[config.mk]
export PLATFORM = sky130hd
export DESIGN_NAME = reg_write_arbiter_flat
export DESIGN_NICKNAME = d
export VERILOG_FILES = /design/src/rtl/reg_write_arbiter_if.sv /design/src/rtl/reg_write_arbiter.sv /design/src/flat_wrapper.sv
export SDC_FILE = /design/constraint.sdc
export NUM_CORES = 1
export LEC_CHECK = 0
export CORE_MARGIN = 1
export CORE_UTILIZATION = 25
export DETAILED_ROUTE_END_ITERATION = 10
export PLACE_DENSITY = 0.6
export SETUP_SLACK_MARGIN = 0.2
export SLEW_MARGIN = 40
export SYNTH_ARGS = -nofsm -noshare
export SYNTH_HDL_FRONTEND = slang
export SYNTH_SLANG_ARGS = --single-unit
[constraint.sdc]
create_clock -name clk -period 4.7 [get_ports clk]
set_input_delay 0.47 -clock clk [delete_from_list [all_inputs] [get_ports clk]]
set_output_delay 0.47 -clock clk [all_outputs]
set_load 0.02 [all_outputs]
[src/rtl/reg_write_arbiter_if.sv]
// Write-port bundle between the requesters (master) and the register-bank write arbiter (slave).
// Each requester i owns slice i of the packed addr/data/req/lock buses.
interface reg_write_arbiter_if #(
    parameter int N = 4,
    parameter int W = 8,
    parameter int A = 3
);
    logic [N-1:0]        req;
    logic [N*A-1:0]      addr;
    logic [N*W-1:0]      data;
    logic [N-1:0]        lock;
    logic [N-1:0]        gnt;
    logic [(1<<A)-1:0]   wr_en;
    logic [W-1:0]        wr_data;
    logic                busy;

    modport master (
        output req, addr, data, lock,
        input  gnt, wr_en, wr_data, busy
    );

    modport slave (
        input  req, addr, data, lock,
        output gnt, wr_en, wr_data, busy
    );
endinterface

[src/rtl/reg_write_arbiter.sv]
// Round-robin arbiter for the single write port of a register bank; registered one-hot grant and word enable.
// Define REG_WRITE_ARB_LOCK_EN to honour lock and enable the LOCKED state (back-to-back writes by one holder).
module reg_write_arbiter #(
    parameter int N = 4,
    parameter int W = 8,
    parameter int A = 3
) (
    input  logic                 clk,
    input  logic                 rst_n,
    reg_write_arbiter_if.slave   bus
);
    localparam int PW = (N > 1) ? $clog2(N) : 1;
    localparam int D  = 1 << A;

    typedef enum logic [1:0] {IDLE, GRANT, LOCKED} state_t;

    state_t          state_reg, state_next;
    logic [PW-1:0]   ptr_reg, ptr_next;
    logic [N-1:0]    gnt_reg, gnt_next;
    logic [D-1:0]    wr_en_reg, wr_en_next;
    logic [W-1:0]    wr_data_reg, wr_data_next;
    logic            busy_reg, busy_next;

    logic [A-1:0]    addr_arr [N];
    logic [W-1:0]    data_arr [N];
    logic [N-1:0]    ereq;
    logic            found;
    logic [PW-1:0]   win;
    logic            hold;
    logic            take;
    logic [PW-1:0]   sel;

    // A requester still seeing its grant is masked so it is not written twice,
    // except the current lock holder, whose request is fresh each cycle.
    generate
        for (genvar gi = 0; gi < N; gi++) begin : g_req
            assign addr_arr[gi] = bus.addr[gi*A +: A];
            assign data_arr[gi] = bus.data[gi*W +: W];
            assign ereq[gi]     = bus.req[gi] &
                                  (~gnt_reg[gi] | ((state_reg == LOCKED) && (ptr_reg == PW'(gi))));
        end
    endgenerate

    // First effective request after the last winner, wrapping modulo N.
    always_comb begin
        logic [PW-1:0] cand;
        found = 1'b0;
        win   = '0;
        cand  = '0;
        for (int off = 1; off <= N; off++) begin
            cand = PW'((int'(ptr_reg) + off) % N);
            if (!found && ereq[cand]) begin
                found = 1'b1;
                win   = cand;
            end
        end
    end

`ifdef REG_WRITE_ARB_LOCK_EN
    assign hold = (state_reg != IDLE) && bus.req[ptr_reg] && bus.lock[ptr_reg];
`else
    assign hold = 1'b0;
`endif

    always_comb begin
        state_next   = IDLE;
        ptr_next     = ptr_reg;
        gnt_next     = '0;
        wr_en_next   = '0;
        wr_data_next = '0;
        busy_next    = 1'b0;
        take         = 1'b0;
        sel          = '0;
        case (state_reg)
            IDLE: begin
                if (found) begin
                    take       = 1'b1;
                    sel        = win;
                    state_next = GRANT;
                end
            end
            GRANT, LOCKED: begin
                if (hold) begin
                    take       = 1'b1;
                    sel        = ptr_reg;
                    state_next = LOCKED;
                end else if (found) begin
                    take       = 1'b1;
                    sel        = win;
                    state_next = GRANT;
                end
            end
            default: state_next = IDLE;
        endcase
        if (take) begin
            ptr_next     = sel;
            gnt_next     = N'(1) << sel;
            wr_en_next   = D'(1) << addr_arr[sel];
            wr_data_next = data_arr[sel];
            busy_next    = 1'b1;
        end
    end

    always_ff @(posedge clk or negedge rst_n) begin
        if (!rst_n) begin
            state_reg   <= IDLE;
            ptr_reg     <= PW'(N - 1);
            gnt_reg     <= '0;
            wr_en_reg   <= '0;
            wr_data_reg <= '0;
            busy_reg    <= 1'b0;
        end else begin
            state_reg   <= state_next;
            ptr_reg     <= ptr_next;
            gnt_reg     <= gnt_next;
            wr_en_reg   <= wr_en_next;
            wr_data_reg <= wr_data_next;
            busy_reg    <= busy_next;
        end
    end

    assign bus.gnt     = gnt_reg;
    assign bus.wr_en   = wr_en_reg;
    assign bus.wr_data = wr_data_reg;
    assign bus.busy    = busy_reg;
endmodule
[src/flat_wrapper.sv]
// flat-port wrapper written by rule: the top's interface ports become plain ports
module reg_write_arbiter_flat 
#(
    parameter int N = 4,
    parameter int W = 8,
    parameter int A = 3
)
  (clk, rst_n, bus_req, bus_addr, bus_data, bus_lock, bus_gnt, bus_wr_en, bus_wr_data, bus_busy);
  reg_write_arbiter_if #(.N(N), .W(W), .A(A)) bus_i ();
  input  logic clk;
  input  logic rst_n;
  input wire logic [$bits(bus_i.req)-1:0] bus_req;
  input wire logic [$bits(bus_i.addr)-1:0] bus_addr;
  input wire logic [$bits(bus_i.data)-1:0] bus_data;
  input wire logic [$bits(bus_i.lock)-1:0] bus_lock;
  output wire logic [$bits(bus_i.gnt)-1:0] bus_gnt;
  output wire logic [$bits(bus_i.wr_en)-1:0] bus_wr_en;
  output wire logic [$bits(bus_i.wr_data)-1:0] bus_wr_data;
  output wire logic [$bits(bus_i.busy)-1:0] bus_busy;
  assign bus_i.req = bus_req;
  assign bus_i.addr = bus_addr;
  assign bus_i.data = bus_data;
  assign bus_i.lock = bus_lock;
  assign bus_gnt = bus_i.gnt;
  assign bus_wr_en = bus_i.wr_en;
  assign bus_wr_data = bus_i.wr_data;
  assign bus_busy = bus_i.busy;
  reg_write_arbiter #(.N(N), .W(W), .A(A)) u_core (.clk(clk), .rst_n(rst_n), .bus(bus_i));
endmodule
==> results of run 1 <==
-- through the flow --
stage | power [mW] | cells | hold WS (ps) | instance area [sq um] | worst slack, ps
2_1_floorplan | 0.820 | 88 | 174 | 1240 | 2700
3_3_place_gp | 1.05 | 220 | 511 | 1980 | 1650
3_5_place_dp | 1.06 | 220 | 473 | 1980 | 1900
4_1_cts | 1.18 | 224 | 188 | 2020 | 2170
5_1_grt | 1.24 | 224 | 207 | 2020 | 2100
6_report | 1.17 | 224 | 166 | 2020 | 2170
-- metal layers --
metal / track usage / wire [um]
met5: 0 / 0
met4: 0.0566 / 67
met3: 0.00972 / 113
met2: 0.201 / 1560
met1: 0.141 / 1190
-- power by group --
group	switching [mW]	internal [mW]	leakage, nW
clock network	0.0601	0.0604	0.0228
logic	0.330	0.371	0.538
registers	0.0505	0.295	0.287
total	0.441	0.727	0.848
-- cell usage in the layout, fill, tap and decap left out, types with 2 or more instances in the layout --
| cell | Yosys | layout |
|---|---|---|
| nor2_1 | 2 | 2 |
| nor3_1 | 8 | 8 |
| o21ai_0 | 2 | 2 |
| and2_1 | 9 | 9 |
| dfrtp_1 | 21 | 21 |
| clkbuf_8 | 0 | 3 |
| mux4_1 | 8 | 8 |
| nand2_1 | 2 | 2 |
| inv_1 | 2 | 2 |
| dfstp_2 | 2 | 2 |
| mux2i_1 | 7 | 7 |
| clkdlybuf4s50_1 | 0 | 69 |
| nand2b_1 | 2 | 2 |
-- kinds of logic (layout without fill, tap and decap cells) --
family,after synthesis,count (layout)
AO/OA/AOI/OAI,8,8
multiplexers,18,18
flip-flops,23,23
buffers and inverters,8,77
AND/OR/NAND/NOR,31,31
-- critical path, stage by stage --
cell and delay (ps):
clkdlybuf4s50_1 530, nand2b_1 130, a22oi_2 190, o221a_2 550, mux4_1 610, and2_1 180
-- area by class of cell --
class | count | area, sq um | area share
Clock buffer | 4 | 45.0 | 0.0223
Inverter | 2 | 7.51 | 0.00372
Multi-Input combinational cell | 57 | 603 | 0.298
Sequential cell | 23 | 578 | 0.286
Tap cell | 67 | 83.8 | 0.0415
Timing Repair Buffer | 71 | 703 | 0.348
-- worst paths after layout --
| path | slack, ps | start | endpoint |
|---|---|---|---|
| min in group clk | 530 | u_core.ptr_reg[0] | u_core.ptr_reg[0] |
| max | 2170 | bus_req[0] | u_core.bus.wr_data[2] |
| max in group asynchronous | 4170 | rst_n | u_core.ptr_reg[0] |
| min | 170 | rst_n | u_core.bus.wr_en[4] |
| min reg2reg | 530 | u_core.ptr_reg[0] | u_core.ptr_reg[0] |
| max reg2reg | 2370 | u_core.ptr_reg[1] | u_core.bus.wr_data[2] |
==> flow_summary.toml, run 1 <==
[detailed_routing]
first_pass_iters = 4
dr_total_vias = 971
wirelength_mm = 2.94
antenna_left = 0
drc = 0
drt_iter0_markers = 34
vias_per_cell = 4.33
wl_per_cell_um = 13.1

[synth]
synth-compound-area-share = 0.0524
synth_top_family_by_area = "multiplexers"
synth_most_common_cell = "dfrtp_1"
syn_inst = 88
avgSynthCellArea_sq_um = 14.1
synth_area_leaders = "dfrtp_1 42%, mux4_1 17%, mux2i_1 5.6%"
synth_mux_area_frac = 0.265
synth_xor_xnor_area_share = 0
synth_seq_cells = 23
synth_edf_count = 0
async_flop_share = 1.00
synth-simple-area-share = 0.163
ys.warnings.count = 0
ys_types = 33
synthTopCellsByCount = "21 x dfrtp_1, 9 x and2_1, 8 x mux4_1, 8 x nor3_1, 7 x mux2i_1"
post-synth-top-area-fraction = 0.423
synth-main-ff-cell = "dfrtp_1"
synth_top_cell_by_area = "dfrtp_1"
synth_nets = 142
synthAdderAreaFrac = 0
ys_seq_area_frac = 0.466
syn-cell-area_sq_um = 1240

[global_routing]
grt_max_degree = 24
antenna_found_initial = 0
grt_usage = 0.115
grt_pass1_wl_mm = 4.56
overflow = 0
first_global_vias = 975

[power]
peakVddDrop_v = 0.000166
power_leakage_nw = 0.848
power_density_nw_per_um2 = 578

[worst_setup_path]
critPathArrivalTime_ps = 2670
reg2regPathDepth = 5
end_kind = "flop"
worstSetupStartpointType = "input port"
worstSetupPathType = "input port to flop"
worstPathRequired_ps = 4850
cp_max_fo = 18

[clock_network]
cts_sinks = 23
cts_made_buffers = 3
cts_tree = "done"
clk_latency_ps = 260
cts_root_buf = "clkbuf_8"
clockBufferDepth = 2
htree_levels = 1
cts_resized = 0
clkTransAtPathRegs_ps = 80
post_cts_buffers = 0
ctsHoldBuffers = 0

[placed_design]
io_buffers = 70
gp_congestion = 0.757
dp_hpwl_mm = 2.32

[timing]
max_freq_mhz = 396
relSlewSlack = 0.650
rsz0062_at_grt = "no"
fin_worst_skew_ps = 1.38
tns_ps = 0
setup_violations = 0
hold_viol = 0
final.min_clock_period_ps = 2530
finalMaxSlewViolations = 0
fin_crit_sh = 0.537
worst_pin_slew_ps = 524

[job]
maxCapViolations = 0

[floorplan]
start_util = 0.261
core_sq_um = 4750
ioPinCount = 75
fp.dieW_um = 72.5
rows = 25
dieArea_sq_um = 5250
die_height_um = 72.5

[min_path]
hp-class = "input port to async pin"

[layout]
antenna_cells = 0
layout.nets = 212
syn2layout_area_growth_pct = 62.8
nFillCells = 457
layout-drive-gt1-share = 0.102
post-route-util = 0.425

[status]
status = "completed"
(Power assumes the default switching activity.)
==> inputs of run 2 (changes only) <==
--- a/config.mk
+++ b/config.mk
@@ -8,7 +8,7 @@
 export CORE_MARGIN = 1
 export CORE_UTILIZATION = 25
 export DETAILED_ROUTE_END_ITERATION = 10
-export PLACE_DENSITY = 0.6
+export PLACE_DENSITY = 0.62
 export SETUP_SLACK_MARGIN = 0.2
 export SLEW_MARGIN = 40
 export SYNTH_ARGS = -nofsm -noshare
==> constraint.sdc (replaced) <==
create_clock -name clk -period 2.06 [get_ports clk]
set_input_delay 0.206 -clock clk [delete_from_list [all_inputs] [get_ports clk]]
set_output_delay 0.206 -clock clk [all_outputs]
set_load 0.02 [all_outputs]
==> run 2 against run 1 <==
  * Global-route usage rose by 0.64 points
  * Power rose to 2.7 times the previous value
  * Routed wire length rose by 9.4%
  * Critical path type is now flop to flop
  * Via count rose by 5.6%
  * Sequential power rose by 120%
  * Largest power group unchanged
  * Sequential cell count did not move
  * Combinational power rose to 3.1 times the previous value
  * First-iteration DRC count fell by 35%
  * Setup slack got worse by 2200 ps
  * Core utilization rose by 4.7 points
  * Cell count rose by 4.9%
==> flow_summary.toml, run 2 (same netlist as run 1, synthesis figures left out) <==
[status]
status = "completed"

[layout]
final_common_cell = "clkdlybuf4s50_1"
final_cell_mix = "69 x clkdlybuf4s50_1, 20 x dfrtp_1, 9 x mux4_2, 9 x and2_1, 9 x buf_4"
layout-drive-gt1-share = 0.304
antenna_cells = 0
layout.nets = 223
syn2layout_area_growth_pct = 80.7
nFillCells = 445

[worst_setup_path]
worstSetupStartpointType = "flop"
r2r-end = "u_core.bus.wr_data[1]"
worstReg2RegStart = "u_core.ptr_reg[1]"
r2r_setup_slack_ps = 10
worstPathRequired_ps = 2210
critPathArrivalTime_ps = 2200
end_kind = "flop"
worstSetupPathType = "flop to flop"
reg2regPathDepth = 6
cp_max_fo = 7

[power]
peakVddDrop_v = 0.000547
power_leakage_nw = 0.907
power_density_nw_per_um2 = 1430

[detailed_routing]
dr_total_vias = 1025
first_pass_iters = 4
drc = 0
vias_per_cell = 4.36
wirelength_mm = 3.21
wl_per_cell_um = 13.7
antenna_left = 0
drt_iter0_markers = 22

[floorplan]
start_util = 0.261
die_height_um = 72.5
dieArea_sq_um = 5250
ioPinCount = 75
core_sq_um = 4750
fp.dieW_um = 72.5
rows = 25

[clock_network]
htree_levels = 1
clk_latency_ps = 260
cts_tree = "done"
cts_root_buf = "clkbuf_8"
cts_made_buffers = 3
clockBufferDepth = 2
cts_sinks = 23
clkTransAtPathRegs_ps = 90

[timing]
fin_crit_sh = 0.993
rsz0062_at_grt = "yes"
setup_violations = 0
max_freq_mhz = 489
tns_ps = 0
worst_pin_slew_ps = 408
hold_viol = 0
finalMaxSlewViolations = 0
relSlewSlack = 0.728
worst_slack_ps = 14.2
final.min_clock_period_ps = 2050
fin_worst_skew_ps = 9.22

[global_routing]
grt_usage = 0.121
overflow = 0
first_global_vias = 1037
antenna_found_initial = 0
grt_max_degree = 24
grt_pass1_wl_mm = 4.82

[placed_design]
dp_hpwl_mm = 2.51
place_ws_ps = -228
gp_congestion = 0.772
io_buffers = 70

[min_path]
hp-class = "input port to async pin"

[job]
maxCapViolations = 0
==> run 2: how the worst max path moves through the flow <==
stage	start	endpoint	slack (ps)
global placement	bus_req[0]	u_core.bus.wr_en[5]	-210
floorplan	u_core.ptr_reg[1]	u_core.bus.wr_en[0]	100
finish	u_core.ptr_reg[1]	u_core.bus.wr_data[1]	10
detailed placement	bus_req[0]	u_core.bus.wr_en[5]	-230
global route	u_core.ptr_reg[1]	u_core.bus.wr_data[1]	-50
CTS	u_core.ptr_reg[1]	u_core.bus.wr_data[4]	10
==> run 2: routing by layer <==
metal / vias up / part of all wire / track usage
met5: - / 0 / 0
met4: 0 / 0.0050 / 0.0327
met3: 2 / 0.096 / 0.0431
met2: 55 / 0.53 / 0.214
met1: 485 / 0.37 / 0.139
li1: 483 / - / -
==> run 2: where the power goes <==
part	total (mW)	internal, mW	leakage [nW]	switching [mW]
registers	0.773	0.674	0.286	0.0991
clock network	0.278	0.135	0.0255	0.143
logic	2.15	1.20	0.596	0.957
==> run 2: what timing repair did <==
| item | 4_1_cts | 5_1_grt |
|---|---|---|
| pin swaps | 1 | 2 |
| setup endpoints to repair | 16 | 16 |
| hold endpoints to repair | 0 | 0 |
| cloned | 0 | 1 |
| hold buffers | 0 | 0 |
| setup buffers | 1 | 1 |
| resized for setup | 8 | 13 |
==> run 2: critical path, cell delays in order, from the launching register on <==
cell and delay (ps):
dfstp_2 610, nand3b_4 100, a22oi_2 180, o221a_4 270
buf_12 140, mux4_2 490, and2_1 150
==> run 2: metrics by stage <==
step                instance area (sq um)  hold WS, ps  total power [mW]  instances  utilization
floorplan                            1240        -89.6              1.96         88            -
global placement                     2050          507              2.59        228        0.431
detailed placement                   2050          513              2.64        228        0.431
CTS                                  2130          284              2.99        233        0.448
global route                         2240          312              3.36        235        0.472
finish                               2240          279              3.21        235        0.472
==> run 2: area by class of cell <==
class | instances | area, sq um | share of cell area
clock buffers | 3 | 41.3 | 0.0184
flip-flops and latches | 23 | 579 | 0.258
clock inverters | 1 | 5.00 | 0.00223
repair buffers | 82 | 827 | 0.369
multi-input cells | 57 | 699 | 0.312
well taps | 67 | 83.8 | 0.0374
inverters | 2 | 7.51 | 0.00335
==> inputs of run 3 (changes only) <==
--- a/config.mk
+++ b/config.mk
@@ -8,7 +8,8 @@
 export CORE_MARGIN = 1
 export CORE_UTILIZATION = 25
 export DETAILED_ROUTE_END_ITERATION = 10
-export PLACE_DENSITY = 0.62
+export DONT_BUFFER_PORTS = 1
+export PLACE_DENSITY = 0.42
 export SETUP_SLACK_MARGIN = 0.2
 export SLEW_MARGIN = 40
 export SYNTH_ARGS = -nofsm -noshare
==> run 3 against run 2 <==
  * Non-clock buffer count fell by 64
  * Power fell by 9.6%
  * Via count fell by 20%
  * Critical path depth fell by 1
  * Hold slack got worse by 3.1 ps
  * Setup slack improved by 20 ps
  * Largest power group unchanged
  * Combinational power fell by 25%
  * Cell count fell by 27%
  * Sequential cell count did not move
  * Cell area fell by 28%
  * Sequential share of layout area rose by 9.8 points
  * Clock-buffer cell count did not move
==> flow_summary.toml, run 3 (same netlist as run 1, synthesis figures left out) <==
[status]
status = "completed"

[timing]
fin_crit_sh = 0.983
hold_viol = 0
final.min_clock_period_ps = 2030
rsz0062_at_grt = "yes"
finalMaxSlewViolations = 0
max_freq_mhz = 494
fin_worst_skew_ps = 3.38
worst_pin_slew_ps = 359
relSlewSlack = 0.756
setup_violations = 0
holdWs_ps = 276

[detailed_routing]
first_pass_iters = 2
wirelength_mm = 2.93
drc = 0
vias_per_cell = 4.80
drt_iter0_markers = 24
dr_total_vias = 820
wl_per_cell_um = 17.1
antenna_left = 0

[clock_network]
cts_tree = "done"
htree_levels = 1
cts_sinks = 23
clk_latency_ps = 260
clockBufferDepth = 2
clkTransAtPathRegs_ps = 90
cts_root_buf = "clkbuf_8"
cts_made_buffers = 3

[power]
peakVddDrop_v = 0.000468
power_leakage_nw = 0.682
clkPwrFrac = 0.098
power_frac_comb = 0.556
switching_share = 0.398
p_int_mw = 1.75
p_seq_frac = 0.346
power_density_nw_per_um2 = 1780
power_mw = 2.90
p_switching_mw = 1.15

[min_path]
hp-start = "bus_data[10]"
hp-class = "input port to flop"

[worst_setup_path]
crit_end = "u_core.bus.wr_data[4]"
worstReg2RegStart = "u_core.ptr_reg[1]"
r2r_setup_slack_ps = 30
cp_max_fo = 6
reg2regPathDepth = 5
critPathArrivalTime_ps = 2190
end_kind = "flop"
r2r-end = "u_core.bus.wr_data[4]"
worstSetupStartpointType = "flop"
worstPathRequired_ps = 2220
worstSetupPathType = "flop to flop"
startpoint = "u_core.ptr_reg[1]"

[global_routing]
met2_usage = 0.188
grt_max_degree = 24
top_usage_layer = "met2"
antenna_found_initial = 0
met1_usage = 0.126
grt_pass1_wl_mm = 4.23
first_global_vias = 889
grt_usage = 0.108
use_met3 = 0.0306
overflow = 0

[floorplan]
die_height_um = 72.5
rows = 25
fp.dieW_um = 72.5
ioPinCount = 75
dieArea_sq_um = 5250
core_sq_um = 4750
start_util = 0.261

[layout]
antenna_cells = 0
ff_latch_area_sq_um = 579
layout.nets = 159
instances_no_fill = 171
final_common_cell = "dfrtp_1"
final_cell_mix = "20 x dfrtp_1, 13 x buf_4, 9 x mux4_2"
layout-drive-gt1-share = 0.635
syn2layout_area_growth_pct = 30.9
nFillCells = 481
multi_input_area_sq_um = 718

[placed_design]
dpl.cell_count = 159
gp_congestion = 0.763
dp_hpwl_mm = 2.16
io_buffers = 0

[job]
maxCapViolations = 0
## run 3: changes by cell type in the layout (fill, tap and decap cells not counted), sizes merged
cell           previous run  this run
dlymetal6s2s              1         0
buf                      11        17
dlygate4sd3               0         1
clkbuf                    4         3
clkdlybuf4s50            69         0
## run 3: what timing repair did
action                     CTS  global route
cloned                       1             0
setup buffers                2             3
hold endpoints to repair    23             0
hold buffers                 2             0
setup endpoints to repair   16            16
resized for setup           14            17
pin swaps                    3             1
## run 3: layer usage
layer,routed length (um),vias to the layer above
met5,0,-
met4,34,0
met3,271,4
met2,1510,49
met1,1110,412
li1,-,355
## run 3: how the worst min path moves through the flow
stage                                  endpoint  cells past startpoint
after floorplan                 u_core.bus.busy                      0
after detailed placement      u_core.bus.gnt[3]                      0
final                     u_core.bus.wr_data[2]                      2
after global routing      u_core.bus.wr_data[2]                      2
after CTS                 u_core.bus.wr_data[2]                      2
after global placement        u_core.bus.gnt[3]                      0
## run 3: cell type report
class	instances	share of cell area
timing repair buffer	18	0.117
clock buffer	3	0.0254
multi-input combinational	57	0.442
inverter	2	0.00462
tap	67	0.0516
clock inverter	1	0.00308
sequential	23	0.356
## run 3: per-stage QoR
step / utilization / area, sq um / setup TNS, ps / setup WS (ps)
CTS: 0.321 / 1520 / 0 / 43.1
global placement: 0.285 / 1360 / 0 / 48.7
finish: 0.342 / 1630 / 0 / 34.0
detailed placement: 0.285 / 1360 / -7.08 / -3.86
global route: 0.342 / 1630 / -256 / -37.1
floorplan: - / 1240 / 0 / 96.1
## run 3: power groups by stage
stage	combinational [mW]	sequential (mW)	clock, mW
2_1_floorplan	0.969	0.994	0
3_3_place_gp	1.16	1.00	0
5_1_grt	1.73	1.03	0.310
6_report	1.61	1.00	0.285
4_1_cts	1.44	0.998	0.299
3_5_place_dp	1.19	1.00	0
## run 3: critical path, stage by stage, from the launching register on
cell     delay (ps)
dfstp_2         610
mux2i_1         240
o221a_4         290
buf_12          140
mux4_2          490
and2_4          140
